--- src/rtl/qsm_pkg.sv ---
// Shared state encoding and field widths for the QSM acquisition sequencer.
package qsm_pkg;

  localparam int FE_AW = 8;   // frontend address {dim, reg}
  localparam int DIM_W = 4;   // dimension index / count width
  localparam int REG_W = 4;   // register index width
  localparam int DLY_W = 10;  // read-delay width

  typedef enum logic [1:0] {
    ST_IDLE  = 2'd0,
    ST_ISSUE = 2'd1,
    ST_WAIT  = 2'd2,
    ST_STORE = 2'd3
  } qsm_state_t;

  // A zero read delay still needs one cycle to sample the frontend.
  function automatic logic [DLY_W-1:0] eff_delay(input logic [DLY_W-1:0] d);
    return (d == '0) ? DLY_W'(1) : d;
  endfunction

endpackage

--- src/rtl/qsm_acq_seq_if.sv ---
// Frontend read port and readout-memory write port of the acquisition sequencer.
interface qsm_acq_seq_if #(
  parameter int DATA_W = 16,
  parameter int MEM_AW = 7
);
  import qsm_pkg::*;

  logic [DIM_W-1:0]  fe_dim_avail_i;
  logic              fe_rd_o;
  logic [FE_AW-1:0]  fe_adr_o;
  logic [DATA_W-1:0] fe_data_i;
  logic              fe_valid_i;
  logic              mem_we_o;
  logic [MEM_AW-1:0] mem_adr_o;
  logic [DATA_W-1:0] mem_dat_o;

  modport master (
    input  fe_dim_avail_i, fe_data_i, fe_valid_i,
    output fe_rd_o, fe_adr_o, mem_we_o, mem_adr_o, mem_dat_o
  );

  modport slave (
    output fe_dim_avail_i, fe_data_i, fe_valid_i,
    input  fe_rd_o, fe_adr_o, mem_we_o, mem_adr_o, mem_dat_o
  );

endinterface

--- src/rtl/qsm_acq_wait_timer.sv ---
// Down-counter for the WAIT phase; expire marks the cycle the frontend is sampled.
module qsm_acq_wait_timer
  import qsm_pkg::*;
(
  input  logic             clk_i,
  input  logic             rst_i,
  input  logic             i_load,
  input  logic             i_count,
  input  logic [DLY_W-1:0] i_load_val,
  output logic             o_expire
);

  logic [DLY_W-1:0] r_cnt;

  always_ff @(posedge clk_i) begin
    if (rst_i) begin
      r_cnt <= '0;
    end else if (i_load) begin
      r_cnt <= i_load_val;
    end else if (i_count && (r_cnt != '0)) begin
      r_cnt <= r_cnt - 1'b1;
    end
  end

  assign o_expire = i_count && (r_cnt == DLY_W'(1));

endmodule

--- src/rtl/qsm_acq_seq.sv ---
// QSM acquisition sequencer: reads frontend words {dim,reg} and stores them to readout memory.
// Macro QSM_ACQ_FB_CHECK_EN: when defined, a word flagged invalid by the frontend aborts the run.
//
// state | meaning
// IDLE  | waiting for trigger, status held
// ISSUE | frontend read strobe for {dim,reg}
// WAIT  | read delay running, sample data on expiry
// STORE | write sampled word to memory, advance pointers
module qsm_acq_seq
  import qsm_pkg::*;
#(
  parameter int DATA_W = 16,
  parameter int MEM_AW = 7
) (
  input  logic             clk_i,
  input  logic             rst_i,
  input  logic             ctrl_reset_i,
  input  logic             ctrl_trig_i,
  input  logic [REG_W-1:0] ctrl_last_reg_adr_i,
  input  logic [DIM_W-1:0] ctrl_max_dim_no_i,
  input  logic [DLY_W-1:0] ctrl_read_delay_i,
  output logic             sts_busy_o,
  output logic             sts_done_o,
  output logic             sts_err_many_o,
  output logic             sts_err_fb_o,
  output logic [DIM_W-1:0] sts_dim_count_o,
  qsm_acq_seq_if.master    bus
);

  qsm_state_t        r_state;
  logic              r_busy, r_done, r_err_many, r_err_fb, r_fe_rd, r_mem_we;
  logic [DIM_W-1:0]  r_nd, r_dim, r_dim_count;
  logic [REG_W-1:0]  r_reg;
  logic [MEM_AW-1:0] r_ptr;
  logic [DATA_W-1:0] r_mem_dat;

  logic              w_clr, w_too_many, w_last_reg, w_run_done, w_expire;
  logic              w_load, w_count;
  logic [DIM_W-1:0]  w_nd, w_dim_count_nxt;

  assign w_clr           = rst_i || ctrl_reset_i;
  assign w_too_many      = bus.fe_dim_avail_i > ctrl_max_dim_no_i;
  assign w_nd            = w_too_many ? ctrl_max_dim_no_i : bus.fe_dim_avail_i;
  assign w_last_reg      = (r_reg == ctrl_last_reg_adr_i);
  assign w_dim_count_nxt = r_dim_count + 1'b1;
  assign w_run_done      = w_last_reg && (w_dim_count_nxt == r_nd);
  assign w_load          = (r_state == ST_ISSUE);
  assign w_count         = (r_state == ST_WAIT);

  qsm_acq_wait_timer u_wait_timer (
    .clk_i      (clk_i),
    .rst_i      (w_clr),
    .i_load     (w_load),
    .i_count    (w_count),
    .i_load_val (eff_delay(ctrl_read_delay_i)),
    .o_expire   (w_expire)
  );

`ifndef QSM_ACQ_FB_CHECK_EN
  logic w_unused_valid;
  assign w_unused_valid = bus.fe_valid_i;
`endif

  always_ff @(posedge clk_i) begin
    if (w_clr) begin
      r_state     <= ST_IDLE;
      r_busy      <= 1'b0;
      r_done      <= 1'b0;
      r_err_many  <= 1'b0;
      r_err_fb    <= 1'b0;
      r_fe_rd     <= 1'b0;
      r_mem_we    <= 1'b0;
      r_nd        <= '0;
      r_dim       <= '0;
      r_reg       <= '0;
      r_dim_count <= '0;
      r_ptr       <= '0;
      r_mem_dat   <= '0;
    end else begin
      r_fe_rd  <= 1'b0;
      r_mem_we <= 1'b0;
      case (r_state)
        ST_IDLE: begin
          if (ctrl_trig_i) begin
            r_done      <= (w_nd == '0);
            r_err_many  <= w_too_many;
            r_err_fb    <= 1'b0;
            r_dim_count <= '0;
            r_ptr       <= '0;
            r_dim       <= '0;
            r_reg       <= '0;
            r_nd        <= w_nd;
            if (w_nd != '0) begin
              r_state <= ST_ISSUE;
              r_busy  <= 1'b1;
              r_fe_rd <= 1'b1;
            end
          end
        end
        ST_ISSUE: r_state <= ST_WAIT;
        ST_WAIT: begin
          if (w_expire) begin
            r_mem_dat <= bus.fe_data_i;
`ifdef QSM_ACQ_FB_CHECK_EN
            if (!bus.fe_valid_i) begin
              r_err_fb <= 1'b1;
              r_done   <= 1'b1;
              r_busy   <= 1'b0;
              r_state  <= ST_IDLE;
            end else begin
              r_state  <= ST_STORE;
              r_mem_we <= 1'b1;
            end
`else
            r_state  <= ST_STORE;
            r_mem_we <= 1'b1;
`endif
          end
        end
        ST_STORE: begin
          r_ptr <= r_ptr + 1'b1;
          if (w_last_reg) begin
            r_reg       <= '0;
            r_dim       <= r_dim + 1'b1;
            r_dim_count <= w_dim_count_nxt;
          end else begin
            r_reg <= r_reg + 1'b1;
          end
          // Completion wins over a pointer wrap on the very last word.
          if (w_run_done) begin
            r_state <= ST_IDLE;
            r_busy  <= 1'b0;
            r_done  <= 1'b1;
          end else if (&r_ptr) begin
            r_state    <= ST_IDLE;
            r_busy     <= 1'b0;
            r_done     <= 1'b1;
            r_err_many <= 1'b1;
          end else begin
            r_state <= ST_ISSUE;
            r_fe_rd <= 1'b1;
          end
        end
        default: r_state <= ST_IDLE;
      endcase
    end
  end

  assign sts_busy_o      = r_busy;
  assign sts_done_o      = r_done;
  assign sts_err_many_o  = r_err_many;
  assign sts_err_fb_o    = r_err_fb;
  assign sts_dim_count_o = r_dim_count;
  assign bus.fe_rd_o     = r_fe_rd;
  assign bus.fe_adr_o    = {r_dim, r_reg};
  assign bus.mem_we_o    = r_mem_we;
  assign bus.mem_adr_o   = r_ptr;
  assign bus.mem_dat_o   = r_mem_dat;

endmodule
--- src/flat_wrapper.sv ---
// flat-port wrapper written by rule: the top's interface ports become plain ports
module qsm_acq_seq_flat import qsm_pkg::*;
#(
  parameter int DATA_W = 16,
  parameter int MEM_AW = 7
)
  (clk_i, rst_i, ctrl_reset_i, ctrl_trig_i, ctrl_last_reg_adr_i, ctrl_max_dim_no_i, ctrl_read_delay_i, sts_busy_o, sts_done_o, sts_err_many_o, sts_err_fb_o, sts_dim_count_o, bus_fe_dim_avail_i, bus_fe_data_i, bus_fe_valid_i, bus_fe_rd_o, bus_fe_adr_o, bus_mem_we_o, bus_mem_adr_o, bus_mem_dat_o);
  qsm_acq_seq_if #(.DATA_W(DATA_W), .MEM_AW(MEM_AW)) bus_i ();
  input  logic clk_i;
  input  logic rst_i;
  input  logic ctrl_reset_i;
  input  logic ctrl_trig_i;
  input  logic [REG_W-1:0] ctrl_last_reg_adr_i;
  input  logic [DIM_W-1:0] ctrl_max_dim_no_i;
  input  logic [DLY_W-1:0] ctrl_read_delay_i;
  output logic sts_busy_o;
  output logic sts_done_o;
  output logic sts_err_many_o;
  output logic sts_err_fb_o;
  output logic [DIM_W-1:0] sts_dim_count_o;
  input wire logic [$bits(bus_i.fe_dim_avail_i)-1:0] bus_fe_dim_avail_i;
  input wire logic [$bits(bus_i.fe_data_i)-1:0] bus_fe_data_i;
  input wire logic [$bits(bus_i.fe_valid_i)-1:0] bus_fe_valid_i;
  output wire logic [$bits(bus_i.fe_rd_o)-1:0] bus_fe_rd_o;
  output wire logic [$bits(bus_i.fe_adr_o)-1:0] bus_fe_adr_o;
  output wire logic [$bits(bus_i.mem_we_o)-1:0] bus_mem_we_o;
  output wire logic [$bits(bus_i.mem_adr_o)-1:0] bus_mem_adr_o;
  output wire logic [$bits(bus_i.mem_dat_o)-1:0] bus_mem_dat_o;
  assign bus_i.fe_dim_avail_i = bus_fe_dim_avail_i;
  assign bus_i.fe_data_i = bus_fe_data_i;
  assign bus_i.fe_valid_i = bus_fe_valid_i;
  assign bus_fe_rd_o = bus_i.fe_rd_o;
  assign bus_fe_adr_o = bus_i.fe_adr_o;
  assign bus_mem_we_o = bus_i.mem_we_o;
  assign bus_mem_adr_o = bus_i.mem_adr_o;
  assign bus_mem_dat_o = bus_i.mem_dat_o;
  qsm_acq_seq #(.DATA_W(DATA_W), .MEM_AW(MEM_AW)) u_core (.clk_i(clk_i), .rst_i(rst_i), .ctrl_reset_i(ctrl_reset_i), .ctrl_trig_i(ctrl_trig_i), .ctrl_last_reg_adr_i(ctrl_last_reg_adr_i), .ctrl_max_dim_no_i(ctrl_max_dim_no_i), .ctrl_read_delay_i(ctrl_read_delay_i), .sts_busy_o(sts_busy_o), .sts_done_o(sts_done_o), .sts_err_many_o(sts_err_many_o), .sts_err_fb_o(sts_err_fb_o), .sts_dim_count_o(sts_dim_count_o), .bus(bus_i));
endmodule
--- config.mk ---
export PLATFORM = sky130hd
export DESIGN_NAME = qsm_acq_seq_flat
export DESIGN_NICKNAME = d
export VERILOG_FILES = /design/src/rtl/qsm_pkg.sv /design/src/rtl/qsm_acq_seq_if.sv /design/src/rtl/qsm_acq_wait_timer.sv /design/src/rtl/qsm_acq_seq.sv /design/src/flat_wrapper.sv
export SDC_FILE = /design/constraint.sdc
export NUM_CORES = 1
export LEC_CHECK = 0
export BUFFER_PORTS_ARGS = -buffer_cell sky130_fd_sc_hd__buf_2
export CAP_MARGIN = 20
export CORE_MARGIN = 8
export CORE_UTILIZATION = 55
export CTS_BUF_LIST = sky130_fd_sc_hd__clkbuf_8 sky130_fd_sc_hd__clkbuf_16
export CTS_CLUSTER_SIZE = 14
export DETAILED_ROUTE_END_ITERATION = 6
export PLACE_DENSITY = 0.93
export SETUP_SLACK_MARGIN = 0.4
export SLEW_MARGIN = 40
export SYNTH_ARGS = -nofsm -noshare
export SYNTH_HDL_FRONTEND = slang
export SYNTH_HIERARCHICAL = 1
export SYNTH_SLANG_ARGS = --single-unit
--- constraint.sdc ---
create_clock -name clk_i -period 3.39 [get_ports clk_i]
set_input_delay 0.339 -clock clk_i [delete_from_list [all_inputs] [get_ports clk_i]]
set_output_delay 0.339 -clock clk_i [all_outputs]
set_load 0.01 [all_outputs]
==> impl_results.md, run 1 <==
* Switching Fraction at 0.253
* Seq cells post-synth at 56
* Period utilisation layout at 0.672
* Setup Fix Bufs, Post-CTS at 0
* HP Start: bus_fe_data_i[12]
* Die ar. at 0.00794 mm2
* Slew Viols, Final at 0
* Chip Width at 89.1 um
* Synth area leaders: dfxtp_1 38%, ha_1 6.4%, a21oi_1 6.1%
* CP Data Arrival Time at 2.51 ns
* Post-Synth Simple-Gate Area at 0.242
* Mux contribution to synthesized area at 0.0102
* Synth Area in Compound Gates at 0.190
* Asr flop ratio synth at 0
* Clock share of power at 0.329
* Final core occ at 0.675
* Seq/Total Area, Yosys at 0.381
* Adder-cell share of the synthesized area at 0.0638
* Final wirelength at 7120 um
* Worst Skew at 0.00541 ns
* RR Endpoint: u_core/bus.mem_adr_o[5]
* Syn. warnings at 6
* Average size of a mapped cell at 8.24 um2
* CP endpoint kind: flip-flop
* Gate power share at 0.145
* Actual slew at the worst max-slew pin at 0.673 ns
* Internal power at 962 uW
* Fmax at 439 MHz
* Root Driver: clkbuf_8
* Synthesized area at 0.00294 mm2
* Global-route wire length before repair at 11,800 um
* CTS tree: done
* Placeable Area at 0.00514 mm2
* WL/cell at 14.3 um
* Clk Latency, worst-skew pair at 0.30 ns
* Tmin final at 2.28 ns
* Number of synthesized flops with an enable pin at 0
* FF-to-FF Start: u_core/r_state[1]
* CTS Buf Count at 5
* Endpoint, Worst Hold: u_core/bus.mem_dat_o[12]
* Vias per cell at 5.61
* Post-synth net total at 415
* Dpl hpwl at 5520 um
* R2R cell count at 6
* Largest family of logic cells by synthesized area: simple AND/OR/NAND/NOR gates
* Post-Synth XOR/XNOR Area at 0.0621
* Ports at 84
* Hold Path Depth at 3
* Initial antenna violation count at 0
* Clk sink count at 56
* ANT cells at 0
* Synth top area share at 0.381
* Share of layout cells above drive strength 1 at 0.253
* Worst hold path class: in -> reg
* Critical path type: reg -> reg
* Final setup viols at 0
* CTS resizes at 0
* Detailed-route DRC error count at 0
* Total gr overflow at 0
* Reg2Reg Setup Slack at 1.11 ns
* Max-cap viol count at 0
* Drt pass-1 iters at 4
* Routed via count at 2,788
* Leak at 0.00146 uW
* Seq pwr share at 0.527
* Total power draw at 1290 uW
* Initial Util at 0.572
* Final nets at 484
* Max VDD drop at 0.272 mV
* Slew headroom at 0.547
* Mapped Cells at 357
* Crit path launch type: flip-flop
* Pin count of the biggest net entering global routing at 18
* Yosys top cell by area: dfxtp_1
* Cts hold-fix bufs at 0
* Num rows at 26
* Die height at 89.1 um
* Port Buffers at 81
* Initial DRC count at 183
* CP Max Fanout at 13
* Setup tns final at 0 ns
* RD Place Congestion at 0.892
* Clk slew on worst S/H paths at 0.10 ns
* Vias in the first global route at 2,716
* Status: finished, final reports clean
* Max FFs per register at 16
* Final ANT Viol Nets at 0
* Post-synthesis cell type count at 62
* Number of fill cells in the layout at 464
* Synthesis-to-finish area growth at 18.0%
* Gr usage total at 0.182
* Worst Path Required at 3.62 ns
* H-tree levels at 2
* Hold Fails Final Rpt at 0
* Switching Power at 326 uW
* Pwr Density at 371 mW/mm2
* Top_reg_cell synth: dfxtp_1
* Max clock buf depth at 2
* RSZ-0062 raised after global routing: no
-- metal layers --
metal  global-route usage  wire length (um)  vias to the layer above
met2                0.339              3700                       90
met3               0.0414               514                        6
li1                     -                 -                     1390
met1                0.203              2870                     1302
met4               0.0393                40                        0
met5                    0                 0                        -
-- how the worst max path moves through the flow --
stage / from / endpoint / slack (ns) / cells past startpoint
3_5_place_dp: ctrl_max_dim_no_i[1] / u_core/sts_busy_o / 1.16 / 9
3_3_place_gp: ctrl_max_dim_no_i[1] / u_core/sts_busy_o / 1.23 / 9
2_1_floorplan: u_core/r_state[0] / u_core/bus.mem_dat_o[5] / 1.50 / 9
6_report: u_core/r_state[1] / u_core/bus.mem_adr_o[5] / 1.11 / 6
4_1_cts: u_core/r_state[1] / u_core/bus.mem_adr_o[5] / 1.15 / 6
5_1_grt: u_core/r_state[1] / u_core/bus.mem_adr_o[5] / 0.94 / 6
-- through the flow --
step	hold WS, ns	instances	worst slack (ns)	cell area [um2]
floorplan	0.475	357	1.50	2940
global placement	0.439	489	1.23	3360
detailed placement	0.445	489	1.16	3360
CTS	0.253	497	1.15	3470
global route	0.264	497	0.944	3470
finish	0.267	497	1.11	3470
-- cell usage in the layout, fill, tap and decap left out, types with 3 or more instances in the layout --
master and count:
a211oi_1 8, a21oi_1 36, buf_2 81, buf_4 3, clkbuf_8 5, dfxtp_1 56, ha_1 15, inv_1 14
mux2i_1 3, nand2_1 48, nand3_1 6, nand4_1 6, nor2_1 41, nor3_1 4, nor3_2 3, nor4_1 6
o21ai_0 11, o31ai_1 5, or3_1 3, or4_1 3, xnor2_1 10, xor2_1 9
-- cells by family after synthesis --
family                     count (synthesis)
xor gates and xnor gates                  20
DFF                                       56
and+or+nand+nor                          140
other                                      1
AOI/OAI and AO/OA                         86
buffers and inverters                     36
muxes                                      3
adders and majority gates                 15
-- cell usage after synthesis (all sizes together), types with 4 or more instances --
| master | n |
|---|---|
| ha | 15 |
| inv | 13 |
| clkbuf | 18 |
| xor2 | 9 |
| o21ai | 14 |
| a211oi | 8 |
| a21oi | 36 |
| nand2 | 48 |
| nor2 | 42 |
| xnor2 | 11 |
| o31ai | 5 |
| nor3 | 7 |
| nand3 | 6 |
| buf | 4 |
| nor4 | 7 |
| dfxtp | 56 |
| nand4 | 8 |
| and3 | 4 |
-- power by group through the flow --
stage | sequential, uW | clock [uW] | combinational (uW)
3_5_place_dp | 694 | 0 | 182
5_1_grt | 681 | 459 | 205
4_1_cts | 679 | 436 | 183
6_report | 679 | 423 | 186
2_1_floorplan | 694 | 0 | 127
3_3_place_gp | 694 | 0 | 175
-- critical path: stages, from the launching register on --
cell	delay [ns]
dfxtp_1	0.41
ha_1	0.47
inv_1	0.20
o21ai_2	0.39
nand4_1	0.21
or3_1	0.38
a21oi_1	0.15
-- area by class of cell --
type,instances,area [um2],area share
Clock buffer,5,68.8,0.0198
Tap cell,70,87.6,0.0252
Sequential cell,56,1120,0.323
Timing Repair Buffer,84,428,0.123
Clock inverter,3,38.8,0.0112
Multi-Input combinational cell,265,1670,0.482
Inverter,14,52.6,0.0151
No activity file was read; power rests on OpenSTA's default activity.
==> run 2, diff against run 1 <==
--- a/config.mk
+++ b/config.mk
@@ -8,11 +8,11 @@
 export BUFFER_PORTS_ARGS = -buffer_cell sky130_fd_sc_hd__buf_2
 export CAP_MARGIN = 20
 export CORE_MARGIN = 8
-export CORE_UTILIZATION = 55
+export CORE_UTILIZATION = 52
 export CTS_BUF_LIST = sky130_fd_sc_hd__clkbuf_8 sky130_fd_sc_hd__clkbuf_16
 export CTS_CLUSTER_SIZE = 14
 export DETAILED_ROUTE_END_ITERATION = 6
-export PLACE_DENSITY = 0.93
+export PLACE_DENSITY = 0.89
 export SETUP_SLACK_MARGIN = 0.4
 export SLEW_MARGIN = 40
 export SYNTH_ARGS = -nofsm -noshare
==> constraint.sdc (replaced) <==
create_clock -name clk_i -period 2.3 [get_ports clk_i]
set_input_delay 0.23 -clock clk_i [delete_from_list [all_inputs] [get_ports clk_i]]
set_output_delay 0.23 -clock clk_i [all_outputs]
set_load 0.01 [all_outputs]
==> run 2 against run 1 <==
Net effect:
- power grew 43%
- sequential cell count is the same
- hold slack worse by 0.12 ns
- design area is 2.7% higher
- via count down 0.36%
- fmax grew 21%
- clock-buffer cell count is the same
- clock power increased by 30%
- critical path type unchanged
==> impl_results.md, run 2 (synthesis gave the netlist of run 1 again) <==
* Die ar. at 0.00832 mm2 (+4.7%)
* Critical path type: reg -> reg
* Max-cap viol count at 0 (unchanged)
* Routing usage on met1 at 0.191 (-0.0117)
* CP cell instances: ha_4, xnor2_2, xnor2_1, o41a_1, nor3_2, nand3_1, and3_1
* Gr usage total at 0.176 (-0.00594)
* Max clock buf depth at 2 (unchanged)
* Most common cell after layout, fill and taps aside: buf_2
* Clk Latency, worst-skew pair at 0.32 ns (+0.02 ns)
* RSZ-0062 raised after global routing: yes
* Worst hold path class: in -> reg
* Crit path launch type: flip-flop
* Initial antenna violation count at 0 (unchanged)
* Total gr overflow at 0 (unchanged)
* Final ANT Viol Nets at 0 (unchanged)
* Chip Width at 91.2 um (+2.3%)
* Pin count of the biggest net entering global routing at 24 (+6)
* Leak at 0.00148 uW (+1.3%)
* CP Data Arrival Time at 2.09 ns (-0.42 ns)
* Routed via count at 2,778 (-0.36%)
* Hold Fails Final Rpt at 0 (unchanged)
* Status: finished, final reports clean
* Worst Skew at 0.0167 ns (+0.0113 ns)
* Number of fill cells in the layout at 474 (+2.2%)
* Vias per cell at 5.50 (-1.9%)
* Pre-CTS setup slack at 0.237 ns (-0.926 ns)
* ANT cells at 0 (unchanged)
* Clk slew on worst S/H paths at 0.11 ns (about the same)
* Slew Viols, Final at 0 (unchanged)
* Dpl hpwl at 5610 um (+1.6%)
* Initial DRC count at 200 (+9.3%)
* CTS Buf Count at 5 (unchanged)
* Root Driver: clkbuf_8
* Period utilisation layout at 0.822 (+0.149)
* Slack of the critical path at 0.410 ns (-0.700 ns)
* Tmin final at 1.89 ns (-0.390 ns)
* Placed Cells at 495 (+1.2%)
* Cell Count, Final, Fillers Out at 505 (+1.6%)
* Initial Util at 0.537 (-0.0348)
* Max VDD drop at 0.297 mV (+9.2%)
* CP Max Fanout at 6 (-7)
* Vias in the first global route at 2,815 (+3.6%)
* CP max stage delay at 0.50 ns (+0.03 ns)
* Final wirelength at 7420 um (+4.1%)
* Pwr Density at 518 mW/mm2 (+40%)
* Die height at 91.2 um (+2.3%)
* Setup tns final at 0 ns (unchanged)
* Global-route wire length before repair at 12,500 um (+6.1%)
* Detailed-route DRC error count at 0 (unchanged)
* Top cell family by delay on the critical path: compound AO/OA/AOI/OAI gates
* Drt pass-1 iters at 4 (unchanged)
* Ports at 84 (unchanged)
* M3 GR Usage at 0.0494 (+0.00802)
* Register Area at 0.00113 mm2 (+0.67%)
* CP max stage cell: o41a_1
* Actual slew at the worst max-slew pin at 0.696 ns (+0.0231 ns)
* Port Buffers at 81 (unchanged)
* Area of the multi-input gates at 0.00173 mm2 (+3.4%)
* RD Place Congestion at 0.844 (-5.3%)
* GRT busiest layer: met2
* Num rows at 27 (+3.8%)
* Total power draw at 1850 uW (+43%)
* Met2 Use GR at 0.317 (-0.0220)
* H-tree levels at 2 (unchanged)
* Final core occ at 0.651 (-0.0239)
* Max FFs per register at 16 (unchanged)
* CP endpoint kind: flip-flop
* Clk sink count at 56 (unchanged)
* Placeable Area at 0.00547 mm2 (+6.5%)
* Share of layout cells above drive strength 1 at 0.293 (+0.0404)
* Worst Path Required at 2.50 ns (-1.12 ns)
* Synthesis-to-finish area growth at 21.2%
* WL/cell at 14.7 um (+2.5%)
* Final nets at 490 (+1.2%)
* Commonest non-fill, non-tap cells in the layout: 81 x buf_2, 52 x dfxtp_1, 47 x nand2_1, 41 x nor2_1, 36 x a21oi_1
* CTS tree: done
* Slew headroom at 0.532 (-0.0150)
* Final setup viols at 0 (unchanged)
* Fmax at 529 MHz (+21%)
* WP buf/inv at 0 (-1)
[run 2: path summary, 6_finish.rpt]
| kind | startpoint | to | slack [ns] | cells after the start |
|---|---|---|---|---|
| worst max-delay path | u_core/sts_dim_count_o[0] | u_core/r_state[0] | 0.41 | 7 |
| worst min-delay path | bus_fe_data_i[11] | u_core/bus.mem_dat_o[11] | 0.14 | 3 |
| worst max register to register | u_core/sts_dim_count_o[0] | u_core/r_state[0] | 0.41 | 7 |
| worst min register to register | u_core/bus.mem_dat_o[6] | u_core/bus.mem_dat_o[6] | 0.46 | 2 |
[run 2: area by class of cell]
type / count / area share
Multi-Input combinational cell: 265 / 0.485
Sequential cell: 56 / 0.317
Timing Repair Buffer: 90 / 0.133
Tap cell: 72 / 0.0253
Clock buffer: 5 / 0.0193
Inverter: 14 / 0.0147
Clock inverter: 3 / 0.00597
[run 2: metal layers]
layer,vias to the layer above,part of all wire
met5,-,0
met4,0,0.022
met3,20,0.071
met2,92,0.49
met1,1268,0.42
li1,1398,-
[run 2: timing repair]
item,CTS,global route
setup buffers,2,0
hold endpoints to repair,0,0
hold buffers,0,0
endpoints found under the setup margin,22,16
gates resized for setup,7,10
pin swaps,3,1
[run 2: stage by stage]
stage               area, um2  hold WS, ns
finish                   3560        0.143
detailed placement       3400        0.444
floorplan                2940        0.366
global route             3560        0.134
global placement         3400        0.438
CTS                      3520        0.140
[run 2: worst min-delay path: stages]
cell and delay [ns]:
buf_2 0.09, nand2_1 0.05, a21oi_1 0.05
[run 2: power by group]
group | internal [uW] | leakage, uW | total [uW] | switching (uW)
logic | 129 | 0.000981 | 298 | 168
registers | 984 | 0.000455 | 1000 | 17.8
clock network | 217 | 0.0000445 | 548 | 331
total | 1330 | 0.00148 | 1850 | 517
==> run 3, diff against run 2 <==
--- a/config.mk
+++ b/config.mk
@@ -5,10 +5,11 @@
 export SDC_FILE = /design/constraint.sdc
 export NUM_CORES = 1
 export LEC_CHECK = 0
+export ABC_AREA = 1
 export BUFFER_PORTS_ARGS = -buffer_cell sky130_fd_sc_hd__buf_2
 export CAP_MARGIN = 20
 export CORE_MARGIN = 8
-export CORE_UTILIZATION = 52
+export CORE_UTILIZATION = 53
 export CTS_BUF_LIST = sky130_fd_sc_hd__clkbuf_8 sky130_fd_sc_hd__clkbuf_16
 export CTS_CLUSTER_SIZE = 14
 export DETAILED_ROUTE_END_ITERATION = 6
==> constraint.sdc (replaced) <==
create_clock -name clk_i -period 1.8 [get_ports clk_i]
set_input_delay 0.18 -clock clk_i [delete_from_list [all_inputs] [get_ports clk_i]]
set_output_delay 0.18 -clock clk_i [all_outputs]
set_load 0.01 [all_outputs]
==> run 3 against run 2 <==
Net effect:
- the flow now finishes with violations (setup timing)
- cell count increased by 33%
- clock skew is 0.0074 ns lower
- global-route usage grew 6.0 points
- sequential share of layout area down 9.3 points
- combinational power rose to 2.9 times the previous value
- hold slack got worse by 0.038 ns
- sequential cell count unchanged
- register-to-register slack worse by 0.41 ns
- fmax is 4.9% higher
- core utilization grew 23 points
- design area rose by 44%
- largest cell class unchanged
==> impl_results.md, run 3 <==
* Status: complete, but fails checks
* Failing checks: setup timing
* Initial Util at 0.544 (+0.00677)
* Routed via count at 4,071 (+47%)
* Worst Skew at 0.00933 ns (-0.00736 ns)
* RD Place Congestion at 0.887 (+5.1%)
* Final core occ at 0.879 (+0.227)
* Pwr Density at 575 mW/mm2 (+11%)
* Root Driver: clkbuf_8
* Synth cell count leaders: 95 x nand2_1, 72 x nor2_1, 56 x dfxtp_1, 46 x inv_1, 32 x nand3_1
* Crit path launch type: flip-flop
* Synthesized area at 0.00318 mm2 (+8.3%)
* Detailed-route DRC error count at 0 (unchanged)
* Average size of a mapped cell at 6.89 um2 (-16%)
* Port Buffers at 81 (unchanged)
* Synth top area share at 0.352 (-0.0291)
* Max FFs per register at 16 (unchanged)
* Final setup viols at 1 (+1)
* Yosys top cell by area: dfxtp_1
* Seq cells post-synth at 56 (unchanged)
* Gr usage total at 0.236 (+0.0599)
* Clk sink count at 56 (unchanged)
* RSZ-0062 raised after global routing: yes
* Critical path type: reg -> reg
* HP Start: bus_fe_data_i[10]
* Syn. warnings at 6 (unchanged)
* Period utilisation layout at 1.00 (+0.179)
* Ports at 84 (unchanged)
* Vias per cell at 6.07 (+10%)
* Worst hold path class: in -> reg
* Final ANT Viol Nets at 0 (unchanged)
* CP max stage delay at 0.37 ns (-0.13 ns)
* Max VDD drop at 0.643 mV (+120%)
* Seq/Total Area, Yosys at 0.352 (-0.0291)
* CP Max Fanout at 3 (-3)
* Final nets at 653 (+33%)
* Most common cell after layout, fill and taps aside: buf_2
* Pre-CTS setup slack at -0.0940 ns (-0.331 ns)
* CTS Buf Count at 5 (unchanged)
* Share of layout cells above drive strength 1 at 0.547 (+0.254)
* Dpl hpwl at 6170 um (+10%)
* Top-count cell post-synth: nand2_1
* FF-to-FF Start: u_core/sts_dim_count_o[0]
* CTS tree: done
* Clk Latency, worst-skew pair at 0.31 ns (about the same)
* Global-route wire length before repair at 17,000 um (+36%)
* Mapped Cells at 462 (+29%)
* Hold Fails Final Rpt at 0 (unchanged)
* Tmin final at 1.80 ns (-0.0891 ns)
* Num rows at 28 (+3.7%)
* Leak at 0.00231 uW (+56%)
* CP max stage cell: dfxtp_4
* Worst Path Required at 1.97 ns (-0.53 ns)
* Total gr overflow at 0 (unchanged)
* CP Data Arrival Time at 1.97 ns (-0.12 ns)
* Actual slew at the worst max-slew pin at 0.745 ns (+0.0487 ns)
* Die ar. at 0.00874 mm2 (+5.1%)
* Slew Viols, Final at 0 (unchanged)
* Max clock buf depth at 2 (unchanged)
* WL/cell at 21.0 um (+43%)
* CP cell instances: ha_4, inv_1, nand2_1, nand4_1, nor2_4, nand3_4, buf_4, nand3_2, nand3b_1, nand3_2, a21oi_1
* Top cell by count, worst path: nand3_2
* CP Launch Point: u_core/sts_dim_count_o[0]
* Initial antenna violation count at 0 (unchanged)
* Pin count of the biggest net entering global routing at 30 (+25%)
* Commonest non-fill, non-tap cells in the layout: 78 x buf_2, 75 x nand2_1, 53 x nor2_1, 43 x dfxtp_1, 41 x buf_4
* Placeable Area at 0.00585 mm2 (+6.9%)
* CP endpoint kind: flip-flop
* Asr flop ratio synth at 0 (unchanged)
* H-tree levels at 2 (unchanged)
* Vias in the first global route at 3,679 (+31%)
* Top_reg_cell synth: dfxtp_1
* Post-synthesis cell type count at 44 (-29%)
* Final wirelength at 14,100 um (+90%)
* Fmax at 555 MHz (+4.9%)
* Chip Width at 93.5 um (+2.5%)
* Synth area leaders: dfxtp_1 35%, nand2_1 11%, nor2_1 8.5%
* Post-synth net total at 520 (+25%)
* Max-cap viol count at 0 (unchanged)
* Initial DRC count at 486 (+140%)
* Slack of the critical path at -0.000997 ns (-0.411 ns)
* Slew headroom at 0.503 (-0.0288)
* Drt pass-1 iters at 7 (+3)
* Die height at 93.5 um (+2.5%)
* ANT cells at 0 (unchanged)
* Clk slew on worst S/H paths at 0.11 ns (about the same)
* Synthesis-to-finish area growth at 61.4%
* Number of synthesized flops with an enable pin at 0 (unchanged)
==> run 3: cell types whose count changed after synthesis, sizes merged, moves of 6 or more <==
cell | previous run | this run
o21ai | 14 | 33
xnor2 | 11 | 0
inv | 13 | 52
nand2 | 48 | 105
nor2 | 42 | 78
or2 | 1 | 7
a21oi | 36 | 22
nand3 | 6 | 37
==> run 3: layout make-up <==
type                       count  area, um2
sequential                    56       1150
timing repair inverter         1       16.3
fill                         260        711
clock inverter                 2       12.5
multi-input combinational    335       2500
inverter                      53        270
timing repair buffer         143       1000
tap                           75       93.8
clock buffer                   6       93.8
==> run 3: per-layer routing <==
metal / GRT usage / part of all wire / up-vias
met2: 0.454 / 0.50 / 343
met4: 0.0631 / 0.061 / 0
met5: 0 / 0 / -
met3: 0.0505 / 0.093 / 96
met1: 0.250 / 0.35 / 1883
li1: - / - / 1749
==> run 3: critical path, delay by kind of cell (launching register included) <==
family          cells  cell delay (ns)
flops               1             0.37
compound gates      1             0.06
buf+inv             2             0.20
fa+ha+maj           1             0.26
simple gates        7             0.77
==> run 3: report_power, final <==
part	internal [uW]	leakage, uW	total (uW)	switching, uW
logic	366	0.00180	870	504
clock network	358	0.0000523	802	445
registers	1250	0.000460	1280	28.4
==> run 3: cells by family (layout without fill, tap and decap cells) <==
| family | after synthesis | after routing | share of synthesized area |
|---|---|---|---|
| simple gates | 245 | 248 | 0.357 |
| xor+xnor | 4 | 4 | 0.0110 |
| other cells | 1 | 1 | 0.00118 |
| flops | 56 | 56 | 0.352 |
| buf+inv | 74 | 205 | 0.0923 |
| compound gates | 67 | 67 | 0.128 |
| fa+ha+maj | 15 | 15 | 0.0589 |
==> run 3: worst paths after layout <==
kind,end,slack [ns],cells past startpoint
hold / removal,u_core/bus.mem_dat_o[10],0.10,3
setup / recovery,u_core/r_state[0],-0.001,11
setup reg to reg,u_core/r_state[0],-0.001,11
hold reg to reg,u_core/bus.mem_adr_o[0],0.49,1
==> run 3: metrics by stage <==
step | power, uW | hold WS, ns | TNS (ns) | instances | instance area [um2]
finish | 2960 | 0.104 | -0.000997 | 671 | 5140
global route | 3050 | 0.103 | -0.244 | 671 | 5140
CTS | 2710 | 0.0977 | 0 | 657 | 4610
detailed placement | 1800 | 0.438 | -1.46 | 611 | 3800
global placement | 1780 | 0.429 | -0.0280 | 611 | 3800
floorplan | 1650 | 0.347 | 0 | 462 | 3290
==> run 3: repair_timing <==
item | 4_1_cts | 5_1_grt
cloned | 4 | 1
gates resized for setup | 122 | 104
hold buffers | 0 | 0
endpoints found under the setup margin | 55 | 55
pin swaps | 41 | 44
buffers inserted | 34 | 13
